### src/rtl/mem_if_pkg.sv
// Shared definitions for the main-memory line master: FSM states and
// line/beat geometry of the 4-cycle counted memory protocol.
package mem_if_pkg;

    localparam int unsigned LINE_WORDS     = 4;
    localparam int unsigned BEAT_CNT_W     = 2;
    localparam int unsigned ADD_WIDTH_DEF  = 10;
    localparam int unsigned DATA_WIDTH_DEF = 32;

    typedef enum logic [2:0] {
        IDLE,
        RD_BEAT,
        WR_BEAT,
        RD_CHECK,
        WR_CHECK,
        RESP
    } state_t;

endpackage

### src/rtl/mem_line_master.sv
// Initiator for word-wide main memory: moves one 4-word line per request
// using counted strobes, then checks the memory's sticky completion flag.
module mem_line_master
    import mem_if_pkg::*;
#(
    parameter int unsigned add_width  = ADD_WIDTH_DEF,
    parameter int unsigned data_width = DATA_WIDTH_DEF
) (
    input  logic                             clk,
    input  logic                             rst,
    input  logic                             req_valid,
    output logic                             req_ready,
    input  logic                             req_write,
    input  logic [add_width-1:0]             req_addr,
    input  logic [LINE_WORDS*data_width-1:0] req_wdata,
    output logic                             resp_valid,
    output logic [LINE_WORDS*data_width-1:0] resp_rdata,
    output logic                             resp_err,
    output logic                             mem_read,
    output logic                             mem_write,
    output logic [add_width-1:0]             add,
    output logic [data_width-1:0]            write_data,
    input  logic [LINE_WORDS*data_width-1:0] read_data,
    input  logic                             ready_to_read,
    input  logic                             finished_writing
);

    localparam int unsigned LINE_W = LINE_WORDS * data_width;
    localparam logic [BEAT_CNT_W-1:0] LAST_BEAT = BEAT_CNT_W'(LINE_WORDS - 1);

    state_t                  state, state_next;
    logic [BEAT_CNT_W-1:0]   beat, beat_next;
    logic [add_width-1:0]    base, base_next;
    logic [LINE_W-1:0]       line, line_next;

    logic                    mem_read_d, mem_write_d, resp_valid_d, resp_err_d;
    logic [add_width-1:0]    add_d;
    logic [data_width-1:0]   write_data_d;
    logic [LINE_W-1:0]       resp_rdata_d;

    assign req_ready = (state == IDLE);

    // State register with beat counter and latched request
    always_ff @(posedge clk) begin
        if (rst) begin
            state <= IDLE;
            beat  <= '0;
            base  <= '0;
            line  <= '0;
        end else begin
            state <= state_next;
            beat  <= beat_next;
            base  <= base_next;
            line  <= line_next;
        end
    end

    // Next-state logic
    always_comb begin
        state_next = state;
        beat_next  = beat;
        base_next  = base;
        line_next  = line;
        case (state)
            IDLE: begin
                if (req_valid) begin
                    state_next = req_write ? WR_BEAT : RD_BEAT;
                    beat_next  = '0;
                    // Low address bits are discarded; lines are always aligned
                    base_next  = {req_addr[add_width-1:2], req_addr[1:0] & 2'b00};
                    if (req_write)
                        line_next = req_wdata;
                end
            end
            RD_BEAT: begin
                beat_next = beat + 1'b1;
                if (beat == LAST_BEAT)
                    state_next = RD_CHECK;
            end
            WR_BEAT: begin
                beat_next = beat + 1'b1;
                if (beat == LAST_BEAT)
                    state_next = WR_CHECK;
            end
            RD_CHECK: state_next = RESP;
            WR_CHECK: state_next = RESP;
            RESP:     state_next = IDLE;
            default:  state_next = IDLE;
        endcase
    end

    // Output logic: memory-side values are derived from the next state so
    // they appear registered in the same cycle the FSM enters that state.
    always_comb begin
        mem_read_d   = (state_next == RD_BEAT);
        mem_write_d  = (state_next == WR_BEAT);
        resp_valid_d = (state_next == RESP);
        resp_err_d   = 1'b0;
        add_d        = add;
        write_data_d = write_data;
        resp_rdata_d = resp_rdata;

        if (state_next == RD_BEAT || state_next == RD_CHECK)
            add_d = base_next;
        if (state_next == WR_BEAT) begin
            add_d        = base_next + {{(add_width-BEAT_CNT_W){1'b0}}, beat_next};
            write_data_d = line_next[beat_next*data_width +: data_width];
        end

        // Flags are sticky from the previous transfer, so only trust them here
        if (state == RD_CHECK) begin
            resp_err_d = !ready_to_read;
            if (ready_to_read)
                resp_rdata_d = read_data;
        end
        if (state == WR_CHECK)
            resp_err_d = !finished_writing;
    end

    always_ff @(posedge clk) begin
        if (rst) begin
            mem_read   <= 1'b0;
            mem_write  <= 1'b0;
            add        <= '0;
            write_data <= '0;
            resp_valid <= 1'b0;
            resp_err   <= 1'b0;
            resp_rdata <= '0;
        end else begin
            mem_read   <= mem_read_d;
            mem_write  <= mem_write_d;
            add        <= add_d;
            write_data <= write_data_d;
            resp_valid <= resp_valid_d;
            resp_err   <= resp_err_d;
            resp_rdata <= resp_rdata_d;
        end
    end

endmodule

### config.mk
export PLATFORM = sky130hd
export DESIGN_NAME = mem_line_master
export DESIGN_NICKNAME = d
export VERILOG_FILES = /design/src/rtl/mem_if_pkg.sv /design/src/rtl/mem_line_master.sv
export SDC_FILE = /design/constraint.sdc
export NUM_CORES = 1
export LEC_CHECK = 0
export BUFFER_PORTS_ARGS = -buffer_cell sky130_fd_sc_hd__buf_2
export CAP_MARGIN = 0
export CORE_AREA = 4 4 180 182
export CTS_CLUSTER_DIAMETER = 100
export DETAILED_ROUTE_END_ITERATION = 10
export DIE_AREA = 0 0 184 186
export MAX_ROUTING_LAYER = met4
export PLACE_DENSITY_LB_ADDON = 0.1
export SETUP_SLACK_MARGIN = 0.2
export SYNTH_ARGS = -nofsm -noshare
export SYNTH_HDL_FRONTEND = slang
export SYNTH_SLANG_ARGS = --single-unit
### constraint.sdc
create_clock -name clk -period 6.2 [get_ports clk]
set_clock_uncertainty 0.2 [all_clocks]
set_input_delay 0.62 -clock clk [delete_from_list [all_inputs] [get_ports clk]]
set_output_delay 0.62 -clock clk [all_outputs]
set_load 0.005 [all_outputs]
==> results.sh, run 1 <==
export IMPL_reg2reg_from="state[1]"
export IMPL_area_growth_pct=29.5
export IMPL_port_buffers=444
export IMPL_maxSlewHeadroom_pct=25.9
export IMPL_place_gp_congestion=0.798
export IMPL_critPathLaunchType="register"
export IMPL_cap_violations=0
export IMPL_clk_pin_slew_worst_paths_ps=60
export IMPL_netlist_area_mm2=0.0122
export IMPL_final_area_mm2=0.0158
export IMPL_synth_area_leaders="dfxtp_1 (52%), mux2i_1 (16%), nand2_1 (10%), a21oi_1 (5.7%), nor2_1 (4.6%)"
export IMPL_whs_path_depth=3
export IMPL_clock_path_buffers=3
export IMPL_hpwl_mm=25.1
export IMPL_syn_nets=1628
export IMPL_clock_latency_ps=500
export IMPL_cts_resized=0
export IMPL_grt_max_degree=205
export IMPL_die_area_mm2=0.0342
export IMPL_power_switching_mw=1.14
export IMPL_cts_tree="yes"
export IMPL_placed_area_mm2=0.0146
export IMPL_final_common_cell="buf_2"
export IMPL_initial_utilization_pct=39.8
export IMPL_routedWlPerCell_um=16.6
export IMPL_cts_sinks=317
export IMPL_hp_class="in2reg"
export IMPL_crit_type="reg2reg"
export IMPL_cts_buffers=36
export IMPL_switching_share_pct=24.2
export IMPL_drive_above_1_share_pct=29.1
export IMPL_post_route_period_util_pct=63.0
export IMPL_vias=10441
export IMPL_yosysSeqAreaShare_pct=52.2
export IMPL_synth_area_per_cell_um2=8.99
export IMPL_tightest_slew_ps=1110
export IMPL_layout_min_cycle_time_ps=3900
export IMPL_postCtsSetupBuffers=0
export IMPL_initialDrtViolationCount=495
export IMPL_grt_overflow_total=0
export IMPL_end_kind="register"
export IMPL_crit_end="write_data[9]"
export IMPL_io_pins=447
export IMPL_finalHoldViolations=0
export IMPL_post_synth_top_area_cell="dfxtp_1"
export IMPL_crit_fanout=51
export IMPL_routed_via_density=4.79
export IMPL_ctsRootBufferMaster="clkbuf_16"
export IMPL_ff2ff_path_depth=7
export IMPL_multi_input_area_mm2=0.00544
export IMPL_die_h_um=186
export IMPL_wirelength_mm=36.3
export IMPL_fillCellCount=3017
export IMPL_most_common_layout_cells="buf_2 (443), nand2_1 (328), dfxtp_1 (317)"
export IMPL_fin_tns_setup_ps=0
export IMPL_antenna_found_initial=16
export IMPL_arrival_ps=4090
export IMPL_rows=64
export IMPL_fp_coreArea_mm2=0.0306
export IMPL_register_area_mm2=0.00635
export IMPL_power_leakage_nw=7.65
export IMPL_ant_nets=0
export IMPL_slew_violations=0
export IMPL_pwr_share_clk_pct=42.7
export IMPL_layout_nets=2020
export IMPL_startpoint="state[1]"
export IMPL_required_ps=6380
export IMPL_rsz0062_at_grt="no"
export IMPL_cts_hold_buf=0
export IMPL_gr_usage_all_layers_pct=20.2
export IMPL_ys_warn_count=0
export IMPL_whs_ps=148
export IMPL_ys_ff_latch=317
export IMPL_fp_dieW_um=184
export IMPL_setup_viol=0
export IMPL_p_seq_share_pct=45.8
export IMPL_status="finished clean"
export IMPL_r2r_slack_ps=2300
export IMPL_yosysUniqueCellTypes=44
export IMPL_drc=0
export IMPL_intPower_mw=3.56
export IMPL_power_density_mw_per_mm2=298
export IMPL_irDropWorstVdd_v=0.000198
export IMPL_p_comb_share_pct=11.5
export IMPL_r2r_end="write_data[9]"
export IMPL_fmax_mhz=256
export IMPL_first_pass_iters=4
export IMPL_grt_pass1_vias=9773
export IMPL_final_util_pct=51.5
export IMPL_grt_first_pass_wirelength_mm=53.9
export IMPL_netlist_area_leader_share_pct=52.2
export IMPL_htree_levels=2
export IMPL_synthCells=1353
[worst max-delay path: stages, from the launching register on]
cell and delay [ps]:
dfxtp_1 520, nor4b_4 1010, nand2_4 640, buf_4 620, mux2i_1 310, mux2i_1 110
a22oi_1 220, nand2_1 70
[final cells by class]
type / count / share of cell area [%]
diodes: 16 / 0.254
clock buffers: 54 / 6.60
clock inverters: 8 / 0.413
inverters: 5 / 0.119
multi-input cells: 933 / 34.5
flip-flops and latches: 317 / 40.3
well taps: 396 / 3.15
repair buffers: 452 / 14.6
[registers in the layout (all words and copies together), names as in the netlist]
register / flops
write_data: 32
line: 128
resp_rdata: 128
resp_valid: 1
mem_read: 1
mem_write: 1
beat: 2
base: 10
state: 3
add: 10
resp_err: 1
[worst min-delay path by stage]
| stage | startpoint | end | slack, ps |
|---|---|---|---|
| 2_1_floorplan | write_data[0] | write_data[0] | 230 |
| 3_3_place_gp | write_data[29] | write_data[29] | 220 |
| 3_5_place_dp | write_data[1] | write_data[1] | 220 |
| 4_1_cts | read_data[124] | resp_rdata[124] | 130 |
| 5_1_grt | read_data[85] | resp_rdata[85] | 140 |
| 6_report | read_data[1] | resp_rdata[1] | 150 |
[Yosys cell counts]
cell and count:
a211o_1 1, a21o_1 1, a21oi_1 138, a221oi_1 1, a221oi_2 1, a22o_1 8, a22oi_1 33, a311oi_1 1
a311oi_2 1, a31oi_1 4, and2_1 2, and3_1 1, buf_1 6, buf_2 36, buf_4 1, clkbuf_1 55
dfxtp_1 317, ha_1 3, inv_1 5, mux2i_1 200, nand2_1 329, nand2b_1 4, nand3_1 8, nand3b_1 2
nand4_1 2, nand4b_1 1, nor2_1 150, nor2b_1 10, nor3_1 2, nor3_2 2, nor3b_1 2, nor4b_1 1
nor4b_4 1, nor4bb_1 2, o2111a_1 1, o21ai_0 5, o21ai_1 1, o21bai_1 1, o221ai_1 2, or2_2 1
or3b_2 1, or4b_1 1, xnor2_1 2, xor2_1 7
[logic make-up after synthesis]
group	Yosys count	share of synthesized area [%]
AND/OR/NAND/NOR	522	17.3
flip-flops	317	52.2
multiplexers	200	16.5
AO/OA/AOI/OAI	199	9.56
buffers and inverters	103	3.58
XOR/XNOR	9	0.648
adder cells (fa/ha/maj)	3	0.309
[metal layers]
metal | vias to the layer above | track usage (%) | wire (um)
met5 | - | - | 0
met4 | 0 | 6.42 | 823
met3 | 54 | 5.96 | 2870
met2 | 293 | 31.4 | 17000
met1 | 4763 | 25.4 | 15500
li1 | 5331 | - | -
[metrics by stage]
step	std cells	power, mW	setup slack (ps)
after floorplan	1353	2.54	3320
after global placement	2103	2.73	2180
after detailed placement	2103	2.74	2130
after CTS	2165	4.77	2260
after global routing	2181	4.91	2010
final	2181	4.69	2300
[power groups by stage]
stage | logic (mW) | registers [mW] | clock network [mW]
finish | 0.539 | 2.15 | 2.00
global route | 0.595 | 2.16 | 2.15
CTS | 0.546 | 2.15 | 2.07
detailed placement | 0.544 | 2.20 | 0
global placement | 0.539 | 2.19 | 0
floorplan | 0.348 | 2.19 | 0
Power figures use the tool's default switching activity.
==> run 2: changes to the inputs <==
Clock period 6.2 ns to 3.4 ns, I/O delays scaled along.
==> run 2 against run 1 <==
Compared with the run above:
- hold slack got worse by 110 ps
- maximum frequency increased by 35%
- final area increased by 18%
- combinational power increased by 140%
- final cell count increased by 12%
- sequential share of layout area decreased by 6.1 points
- die area unchanged
- non-clock buffer count increased by 276
- global-route usage increased by 2.0 points
- core utilization increased by 9.1 points
- critical path type unchanged
==> results.sh, run 2 (synthesis results as in run 1) <==
export IMPL_status="finished clean"
export IMPL_cts_buffers=35
export IMPL_io_pins=447
export IMPL_rows=64
export IMPL_cp_slowest_cell="dfxtp_1"
export IMPL_critPathMostFrequentCell="ha_1"
export IMPL_post_route_period_util_pct=85.2
export IMPL_arrival_ps=3090
export IMPL_ctsRootBufferMaster="clkbuf_16"
export IMPL_tightest_slew_ps=983
export IMPL_clock_latency_ps=490
export IMPL_area_growth_pct=52.4
export IMPL_grt_pass1_vias=11732
export IMPL_layout_min_cycle_time_ps=2900
export IMPL_grt_first_pass_wirelength_mm=60.5
export IMPL_routedWlPerCell_um=16.1
export IMPL_hold_end="base[2]"
export IMPL_ant_nets=0
export IMPL_path_cells="ha_1 -> nor4bb_1 -> a31oi_2 -> nand2_1 -> xnor2_1 -> ha_1 -> a21oi_1 -> a31oi_1 -> nand4b_1 -> xor2_1 -> a22o_1"
export IMPL_place_gp_congestion=0.823
export IMPL_crit_fanout=6
export IMPL_cts_sinks=317
export IMPL_clock_path_buffers=3
export IMPL_htree_levels=2
export IMPL_irDropWorstVdd_v=0.000377
export IMPL_fp_coreArea_mm2=0.0306
export IMPL_clk_pin_slew_worst_paths_ps=60
export IMPL_min_from="req_addr[2]"
export IMPL_routed_via_density=4.81
export IMPL_fmax_mhz=345
export IMPL_critPathLaunchType="register"
export IMPL_whs_ps=32.9
export IMPL_final_util_pct=60.6
export IMPL_r2r_slack_ps=500
export IMPL_die_h_um=186
export IMPL_startpoint="beat[0]"
export IMPL_required_ps=3590
export IMPL_finalHoldViolations=0
export IMPL_port_buffers=444
export IMPL_r2r_end="add[8]"
export IMPL_cts_tree="yes"
export IMPL_ff2ff_path_depth=11
export IMPL_cap_violations=0
export IMPL_dr_wl_met3_mm=2.20
export IMPL_highest_layer="met4"
export IMPL_max_stage_delay_ps=420
export IMPL_wl_met1_mm=16.8
export IMPL_drive_above_1_share_pct=25.7
export IMPL_wirelength_mm=39.3
export IMPL_crit_type="reg2reg"
export IMPL_drc=0
export IMPL_setup_viol=0
export IMPL_end_kind="register"
export IMPL_largestRegisters="line (128), resp_rdata (128), write_data (32)"
export IMPL_power_density_mw_per_mm2=476
export IMPL_hp_class="in2reg"
export IMPL_fin_tns_setup_ps=0
export IMPL_initialDrtViolationCount=582
export IMPL_grt_max_degree=159
export IMPL_vias=11728
export IMPL_antenna_found_initial=1
export IMPL_postCtsSetupBuffers=0
export IMPL_rsz0062_at_grt="no"
export IMPL_die_area_mm2=0.0342
export IMPL_grt_overflow_total=0
export IMPL_layout_nets=2295
export IMPL_whs_path_depth=3
export IMPL_fp_dieW_um=184
export IMPL_final_common_cell="buf_2"
export IMPL_first_pass_iters=5
export IMPL_initial_utilization_pct=39.8
export IMPL_most_common_layout_cells="buf_2 (443), nand2_1 (328), dfxtp_1 (317)"
export IMPL_power_leakage_nw=8.84
export IMPL_hpwl_mm=25.7
export IMPL_gr_usage_all_layers_pct=22.2
export IMPL_maxSlewHeadroom_pct=34.5
export IMPL_reg2reg_from="beat[0]"
export IMPL_met2_length_mm=19.1
export IMPL_slew_violations=0
-- run 2: cell count changes in the layout (fill, tap and decap cells not counted), moves of 4 or more --
cell	previous run	this run
buf_12	1	8
buf_4	7	12
clkbuf_8	6	10
clkinv_2	7	2
diode_2	16	1
dlygate4sd3_1	0	264
-- run 2: timing repair --
action / in CTS / in global routing
hold endpoints to repair: 264 / 0
resized for setup: 0 / 1
hold buffers: 264 / 0
setup endpoints to repair: 0 / 2
-- run 2: worst max-delay path, delay by kind of cell (launching register included) --
family	cells	cell delay, ps
flops	1	420
compound gates	4	870
simple gates	3	490
fa+ha+maj	2	450
xor+xnor	2	370
-- run 2: power breakdown --
| group | leakage (nW) | internal [mW] | switching [mW] |
|---|---|---|---|
| clock network | 0.543 | 2.18 | 1.44 |
| registers | 2.57 | 3.86 | 0.0575 |
| logic | 5.73 | 0.660 | 0.612 |
| total | 8.84 | 6.71 | 2.11 |
-- run 2: layout make-up --
type	count	area [um2]
well taps	396	495
flip-flops and latches	317	6350
inverters	5	18.8
repair buffers	728	5120
fillers	2689	12100
clock buffers	58	1090
diodes	1	2.50
multi-input cells	933	5450
clock inverters	2	10.0
-- run 2: how the worst max path moves through the flow --
stage	cells past startpoint	to
after floorplan	13	add[8]
after global placement	11	add[8]
after detailed placement	11	add[8]
after CTS	11	add[8]
after global routing	11	add[8]
final	11	add[8]
-- run 2: per-layer routing --
metal  track usage, %  vias up
met3             4.03       95
met1             27.3     5441
li1                 -     5860
met5                -        -
met2             36.8      332
met4             7.57        0
-- run 2: per-stage QoR --
step	cells	total power [mW]	cell area [um2]	setup slack, ps
floorplan	1353	4.63	12200	521
global placement	2115	5.01	14800	368
detailed placement	2115	5.02	14800	339
CTS	2439	8.93	18500	336
global route	2440	9.21	18500	344
finish	2440	8.82	18500	504
